--- src/rtl/uart_pkg.sv ---
// Shared UART definitions: receiver state encoding and the default baud divisor.
// Imported by the serial receiver and its helpers.
package uart_pkg;

   localparam int CLOCKS_PER_BAUD_DEFAULT = 868;

   typedef enum logic [2:0] {
      IDLE  = 3'd0,
      START = 3'd1,
      DATA  = 3'd2,
      STOP  = 3'd3,
      BREAK = 3'd4
   } state_t;

endpackage

--- src/rtl/sync2.sv ---
// Two-flop synchroniser for asynchronous inputs.
// Flops reset high so an idle-high line never looks like an edge after reset.
module sync2 #(
   parameter int W = 1
) (
   input  logic         clk,
   input  logic         reset,
   input  logic [W-1:0] d,
   output logic [W-1:0] q
);

   logic [W-1:0] s1;

   always_ff @(posedge clk) begin
      if (reset) begin
         s1 <= '1;
         q  <= '1;
      end else begin
         s1 <= d;
         q  <= s1;
      end
   end

endmodule

--- src/rtl/rxuart.sv ---
// 8N1 serial receiver: mid-bit sampling, one-cycle valid strobe per byte,
// and a single frame_err strobe per bad stop bit or held-low break.
module rxuart
   import uart_pkg::*;
#(
   parameter int CLOCKS_PER_BAUD = CLOCKS_PER_BAUD_DEFAULT
) (
   input  logic       clk,
   input  logic       reset,
   input  logic       in,
   output logic [7:0] data,
   output logic       valid,
   output logic       frame_err,
   output logic       busy
);

   localparam int HALF_BAUD = CLOCKS_PER_BAUD / 2;
   localparam int CW        = $clog2(CLOCKS_PER_BAUD);

   localparam logic [CW-1:0] FULL_RELOAD = CW'(CLOCKS_PER_BAUD - 1);
   localparam logic [CW-1:0] HALF_RELOAD = CW'(HALF_BAUD - 1);

   logic          in_s;
   state_t        state, state_n;
   logic [CW-1:0] cnt, cnt_n;
   logic [2:0]    idx, idx_n;
   logic [7:0]    shreg, shreg_n;
   logic [7:0]    data_n;
   logic          valid_n, ferr_n;
   logic          tick;

   sync2 #(.W(1)) u_sync (
      .clk   (clk),
      .reset (reset),
      .d     (in),
      .q     (in_s)
   );

   assign tick = (cnt == '0);
   assign busy = (state != IDLE);

   always_ff @(posedge clk) begin
      if (reset) begin
         state     <= IDLE;
         cnt       <= '0;
         idx       <= '0;
         shreg     <= '0;
         data      <= '0;
         valid     <= 1'b0;
         frame_err <= 1'b0;
      end else begin
         state     <= state_n;
         cnt       <= cnt_n;
         idx       <= idx_n;
         shreg     <= shreg_n;
         data      <= data_n;
         valid     <= valid_n;
         frame_err <= ferr_n;
      end
   end

   always_comb begin
      state_n = state;
      cnt_n   = (state == IDLE) ? cnt : cnt - 1'b1;
      idx_n   = idx;
      shreg_n = shreg;
      data_n  = data;
      valid_n = 1'b0;
      ferr_n  = 1'b0;

      unique case (state)
         IDLE: begin
            if (!in_s) begin
               cnt_n   = HALF_RELOAD;
               state_n = START;
            end
         end
         START: begin
            if (tick) begin
               if (!in_s) begin
                  cnt_n   = FULL_RELOAD;
                  idx_n   = '0;
                  state_n = DATA;
               end else begin
                  cnt_n   = '0;
                  state_n = IDLE;
               end
            end
         end
         DATA: begin
            if (tick) begin
               shreg_n = {in_s, shreg[7:1]};
               cnt_n   = FULL_RELOAD;
               if (idx == 3'd7) begin
                  state_n = STOP;
               end else begin
                  idx_n = idx + 3'd1;
               end
            end
         end
         STOP: begin
            if (tick) begin
               cnt_n = '0;
               if (in_s) begin
                  data_n  = shreg;
                  valid_n = 1'b1;
                  state_n = IDLE;
               end else begin
                  ferr_n  = 1'b1;
                  state_n = BREAK;
               end
            end
         end
         BREAK: begin
            // hold here until the line recovers so a break flags only once
            cnt_n = '0;
            if (in_s) begin
               state_n = IDLE;
            end
         end
         default: begin
            cnt_n   = '0;
            state_n = IDLE;
         end
      endcase
   end

endmodule

--- config.mk ---
export PLATFORM = sky130hd
export DESIGN_NAME = rxuart
export DESIGN_NICKNAME = d
export VERILOG_FILES = /design/src/rtl/uart_pkg.sv /design/src/rtl/sync2.sv /design/src/rtl/rxuart.sv
export SDC_FILE = /design/constraint.sdc
export NUM_CORES = 1
export LEC_CHECK = 0
export CAP_MARGIN = 20
export CELL_PAD_IN_SITES_DETAIL_PLACEMENT = 1
export CELL_PAD_IN_SITES_GLOBAL_PLACEMENT = 1
export CORE_MARGIN = 2
export CORE_UTILIZATION = 30
export CTS_CLUSTER_SIZE = 25
export DETAILED_ROUTE_END_ITERATION = 10
export PLACE_DENSITY = 0.62
export SLEW_MARGIN = 20
export SYNTH_ARGS = -nofsm -noshare
export SYNTH_HDL_FRONTEND = slang
export SYNTH_SLANG_ARGS = --single-unit
export TNS_END_PERCENT = 20
--- constraint.sdc ---
create_clock -name clk -period 2 [get_ports clk]
set_clock_uncertainty 0.05 [all_clocks]
set_input_delay 0.4 -clock clk [delete_from_list [all_inputs] [get_ports clk]]
set_output_delay 0.4 -clock clk [all_outputs]
set_load 0.02 [all_outputs]
; ---- Yosys cells after proc, flatten, opt, wreduce, memory -nomap -nowiden
; Cells that the tools add are included.
[word_totals]
regBits = 36
input_bits = 3
word_cells = 58
[op_classes]
n_addsub = 2
n_eq_ne = 13
mux = 23
n_bitwise = 2
n_reduce_logical = 9
[op_table]
columns = cell, n
row1 = 10-bit 2-to-1 mux, 6
row2 = 10-bit case mux with 4 select lines, 1
row3 = 3-bit 2-to-1 mux, 11
row4 = 3-bit case mux with 5 select lines, 1
row5 = 2-bit != test (second input constant), 7
row6 = 10-bit logical NOT, 1
row7 = 10-bit by 1-bit subtractor with 10-bit output (second input constant), 1
row8 = 3-bit by 2-bit equality test with 1-bit output (second input constant), 2
row9 = 3-bit equality test (second input constant), 2
row10 = 3-bit case mux with 2 select lines, 1
row11 = 6-bit AND reduction, 1
row12 = 5-bit AND reduction, 1
row13 = 3-bit by 1-bit adder with 3-bit output (second input constant), 1
row14 = 3-bit by 1-bit equality test with 1-bit output (second input constant), 1
row15 = 3-bit logical NOT, 1
row16 = 3-bit AND reduction, 1
row17 = 3-bit nonzero test, 1
row18 = 3-bit OR reduction, 1
row19 = 1-bit 2-to-1 mux, 2
row20 = 2-bit 2-to-1 mux, 1
row21 = 2-bit by 1-bit != test with 1-bit output (second input constant), 1
row22 = 1-bit inverter, 2
row23 = 2-bit AND reduction, 1
row24 = 2-bit nonzero test, 1

; ---- Depth between registers and ports, before layout
[logic_depth]
word_depth = 4
ltp_mapped = 8
depth_no_buf = 6

; ---- Hierarchy
; From an unflattened synthesis, not the netlist that was laid out.
[hier_totals]
cells_unflattened = 181
hier_area_um2 = 1675.4
[by_module_without_submodules]
columns = module, instances, cells_each, area_per_inst_um2
row1 = rxuart, 1, 177, 1622.8
row2 = sync2, 1, 4, 52.6

; ---- Worst setup path after synthesis
; Ideal clock, no wire load.
[synth_path]
path_type = reg-to-reg
startpoint = reg cnt[1]
endpoint = reg data[0]
setup_time_ns = 0.128
t_arrival_ns = 1.882
path_slack_ns = -0.059
stages_incl_launch_ff = 8
n_path_buf = 1
cell_sequence = dfxtp_1 > inv_1 > ha_1 > or4b_1 > buf_2 > nor4_4 > mux2i_1 > nor2_1
[synth_between]
elab_chain_len = 2
[synth_lines]
columns = item, line
row1 = "start, declared", rxuart.sv:25  ; logic [CW-1:0] cnt, cnt_n;
row2 = "start signal, assigned", rxuart.sv:53  ; cnt <= cnt_n;
row3 = 10-bit logical NOT, rxuart.sv:39  ; assign tick = (cnt == '0);
row4 = 3-bit AND reduction (no source line), n/a
row5 = "end signal, assigned", rxuart.sv:56  ; data <= data_n;
row6 = "end, declared", rxuart.sv:11  ; output logic [7:0] data,
; Every way passes these cells.
; A chain may end at the register's enable or synchronous reset.

; ---- Final worst setup path
[layout_path]
startpoint = reg cnt[0]
endpoint = reg cnt[1]
[layout_between]
elab_chain_len = 4
elab_cells_between_ends = 8
cone_classes = 1 x add/sub / 6 x mux / 1 x reduce/logical
[layout_lines]
columns = item, line
row1 = 10-bit by 1-bit subtractor with 10-bit output, rxuart.sv:64  ; cnt_n = (state == IDLE) ? cnt : cnt - 1'b1;
row2 = 10-bit 2-to-1 mux, rxuart.sv:64
row3 = "10-bit 2-to-1 mux, on equally long branches", n/a
row4 = 10-bit case mux with 4 select lines (*), rxuart.sv:71  ; unique case (state)
; Mark *: on every way between the ends. The rest lies on a longest branch, timed or not.

==> results <==
- The run finished with clean final reports.
- STA classifies the critical path endpoint as a flip-flop.
- In this run the static leakage power is 0.834 nW.
- The largest vdd supply drop is 346 uV.
- In this run, post-CTS hold repair placed 0 buffers.
- The sum of buffers and inverters on the critical path is 2.
- In this run the worst path has a maximum fanout of 6.
- The area enclosed by the die boundary is 6310 um^2.
- The count of unresolved DRC violations after routing is 0.
- The final cycle utilization of the critical path is 0.993.
- The data arrival time of the critical path is 2110 ps.
- Derived from the worst setup path, the maximum achievable clock frequency is 504 MHz.
- The family with the most delay on the worst path is compound AO/OA/AOI/OAI gates.
- Counting cells, the worst reg-to-reg path comes to 7.
- The number of buffers on the longest clock path is 2.
- After synthesis, the cell types taking the most area are dfxtp_1 (42%), mux2i_1 (10%), nor2_1 (5.9%), a21oi_1 (2.9%), ha_1 (2.9%).
- The most critical setup path has its startpoint at cnt[0]$_SDFF_PP0_.
- The worst setup path category is reg -> reg.
- Among all flip-flop cells after synthesis, the most frequent one is dfxtp_1.
- 14 I/O pins were placed.
- The via count is 1543.
- The share of the Yosys chip area taken by registers is 0.422.
- Once the clock tree was built, the setup fixing pass inserted 0 buffers.
- The worst setup timing slack at the placement stage is -40.3 ps.
- The origin of the critical flop-to-flop path is cnt[0]$_SDFF_PP0_.
- In this run the tool buffered the top-level ports with 13 buffer cells.
- The detailed router's first-iteration violation count is 93.
- The worst register-to-register path ends at cnt[1]$_SDFF_PP0_.
- The routed wirelength normalized by instance count is 14.8 um.
- The effective utilization at floorplan is 0.310.
- Counting flops with an async set or reset pin after synthesis yields a share of 0.
- The signal on the critical path passes through inv_2 > ha_4 > or4b_4 > buf_6 > o31a_1 > o22ai_1 > a21oi_1.
- Along the worst hold path, the cell count comes to 1.
- The terminating pin of the worst hold path is u_sync.q$_SDFF_PP1_.
- The congestion estimate from routability-driven global placement came to 0.819.
- The number of antenna violations at the first check in global routing is 0.
- The later pin in the worst-skew pair is clocked with a latency of 290 ps.
- The pin count of the biggest net entering global routing is 26.
- The clock-pin slew of the registers on the worst-case setup and hold paths is 70 ps.
- The average via count per standard cell is 5.08.
- The total number of yosys warnings is 0.
- Once detailed placement completed, the half-perimeter wirelength came to 3.26 mm.
- The number of hold-slack violations in the final timing report is 0.
- The required time at the worst-slack endpoint is 2130 ps.
- In the final layout, the share of cells above drive strength 1 is 0.259.
- The worst hold path class is reg -> reg.
- The number of enable flip-flop cells after synthesis is 0.
- The critical hold path startpoint is u_sync.s1$_SDFF_PP1_.
- After floorplanning, the core was divided into 27 placement rows.
- Leaving out fill and tap cells, the most frequent cells in the layout are dfxtp_1 (34), buf_4 (28), nor2_1 (27), mux2i_1 (17), clkdlybuf4s50_1 (12).
- The clock tree root driver cell is clkbuf_8.
- Each instance of the synthesized netlist takes up on average 8.94 um^2.
- The repair_antennas step left the layout with diodes totalling 0.
- In this run the number of H-tree levels came out at 2.
- The region available for standard cell placement spans 5510 um^2.
- The portion of synthesized cell area occupied by the leading cell type is 0.422.
- Setup repair after global routing could not meet its margin everywhere.
- The y dimension of the die is 79.5 um.
- The TritonCTS clock tree is done.
- Across all setup checks in the final design, the least slack found is 14.1 ps.
- The sum of routed wire length over all layers is 4.51 mm.
- The shortest clock period the worst path allows after layout is 1990 ps.
- The leading cell type in the layout, fill and taps excluded is dfxtp_1.
- The worst slew margin relative to its limit is 0.742.
- The setup slack on the worst flop-to-flop path is 10 ps.
- The number of global-route vias before repair is 1564.
- Counting the buffers created by CTS gives 5.
- The x dimension of the die is 79.5 um.
- For the final routed database, the setup TNS stands at 0 ps.
- The first global-routing pass estimated 7.65 mm of wire.
- For this run, the total global-route usage over all layers was measured as 0.153.
- For this design, the sink count on the clock tree is 36.
- Synthesis inferred 36 register bits.
- Fill cells in the final layout number 645.
- The count of unique library cells instantiated by Yosys is 47.
- The kind of start point of the critical path is a flip-flop.
- The number of optimization iterations in the first detailed-route pass is 4.
- The max-slew violation count was 0.
- The slowest cell on the critical path is or4b_4.
- When the netlist entered floorplanning its net count stood at 198.
- The total overflow left after global routing is 0.
- The total setup violations reported at the end of the flow is 0.
- The gate count of the mapped netlist is 191.
- The cell area after synthesis is 1710 um^2.
- The cell taking the most area after synthesis is dfxtp_1.
- The post-layout net count is 238.
- Once detail routing completed, the nets flagged for antenna violations numbered 0.
- For the pin with the worst max-slew slack, the measured transition is 387 ps.
- The area added between synthesis and finish is 33.3%.
- Dividing total power by cell area gives a power density of 746 nW/um^2.
- The tool flagged a number of max-cap violations equal to 0.
- The highest cell delay on the worst timing path is 500 ps.
- The worst hold margin is 381 ps.
## worst register-to-register path, cell delays in order, from the launching register on
cell and delay (ps):
dfxtp_2 330, inv_2 70, ha_4 130, or4b_4 500
buf_6 150, o31a_1 360, o22ai_1 210, a21oi_1 80
## cell type report
cell class	count	area, um^2	area share
Tap cell	72	90.1	0.0396
Clock buffer	6	82.6	0.0363
Sequential cell	36	723	0.318
Inverter	6	22.5	0.00990
Timing Repair Buffer	46	398	0.175
Multi-Input combinational cell	136	950	0.417
Clock inverter	2	10.0	0.00440
## cells in the mapped netlist, drive strengths merged (3+ instances only)
cell and instances:
nand2 6, buf 5, ha 4, a21oi 10
clkbuf 8, nor2 27, nand4 3, nor3 6
dfxtp 36, o22ai 4, o21ai 8, inv 5
or2 3, nand3 6, nor4 7, a311oi 4
mux2i 17
## metrics by stage
stage | util | instance area (um^2) | power, mW | instances
2_1_floorplan | - | 1720 | 0.971 | 191
4_1_cts | 0.404 | 2230 | 1.69 | 303
6_report | 0.413 | 2280 | 1.70 | 304
3_3_place_gp | 0.385 | 2120 | 1.13 | 295
3_5_place_dp | 0.385 | 2120 | 1.13 | 295
5_1_grt | 0.413 | 2280 | 1.79 | 304
## metal layers
| metal | part of all wire | track usage | vias to the layer above |
|---|---|---|---|
| met5 | 0 | 0 | - |
| met4 | 0.0093 | 0.0414 | 0 |
| met3 | 0.024 | 0.0339 | 5 |
| met2 | 0.46 | 0.238 | 14 |
| met1 | 0.51 | 0.212 | 743 |
| li1 | - | - | 781 |
## cell families after synthesis
logic type,count (synthesis),share of synthesized area
compound gates,41,0.158
xor+xnor,2,0.0103
fa+ha+maj,4,0.0293
buf+inv,19,0.0483
flops,36,0.422
mux,17,0.0996
simple gates,72,0.232
## registers in the layout, summed over array words and instances, names as in the netlist
name	cells
frame_err	1
cnt	10
valid	1
u_sync.s1	1
state	3
idx	3
data	8
u_sync.q	1
shreg	8
## what timing repair did
| action | 4_1_cts | 5_1_grt |
|---|---|---|
| gates resized for setup | 5 | 13 |
| pin swaps | 0 | 4 |
| cloned | 0 | 1 |
| setup endpoints to repair | 15 | 32 |
## worst max path at each step
stage                                  to  cells past startpoint
floorplan           shreg[0]$_SDFFE_PP0P_                      8
global placement    state[0]$_SDFFE_PP0P_                      8
detailed placement      cnt[0]$_SDFF_PP0_                      8
CTS                     cnt[9]$_SDFF_PP0_                      7
global route            cnt[9]$_SDFF_PP0_                      7
finish                  cnt[1]$_SDFF_PP0_                      7
## where the power goes
part	switching (mW)	total [mW]	internal (mW)
Sequential	0.0163	0.754	0.737
Combinational	0.212	0.403	0.191
Clock	0.266	0.541	0.275
Total	0.494	1.70	1.20
No activity file was read; power rests on OpenSTA's default activity.
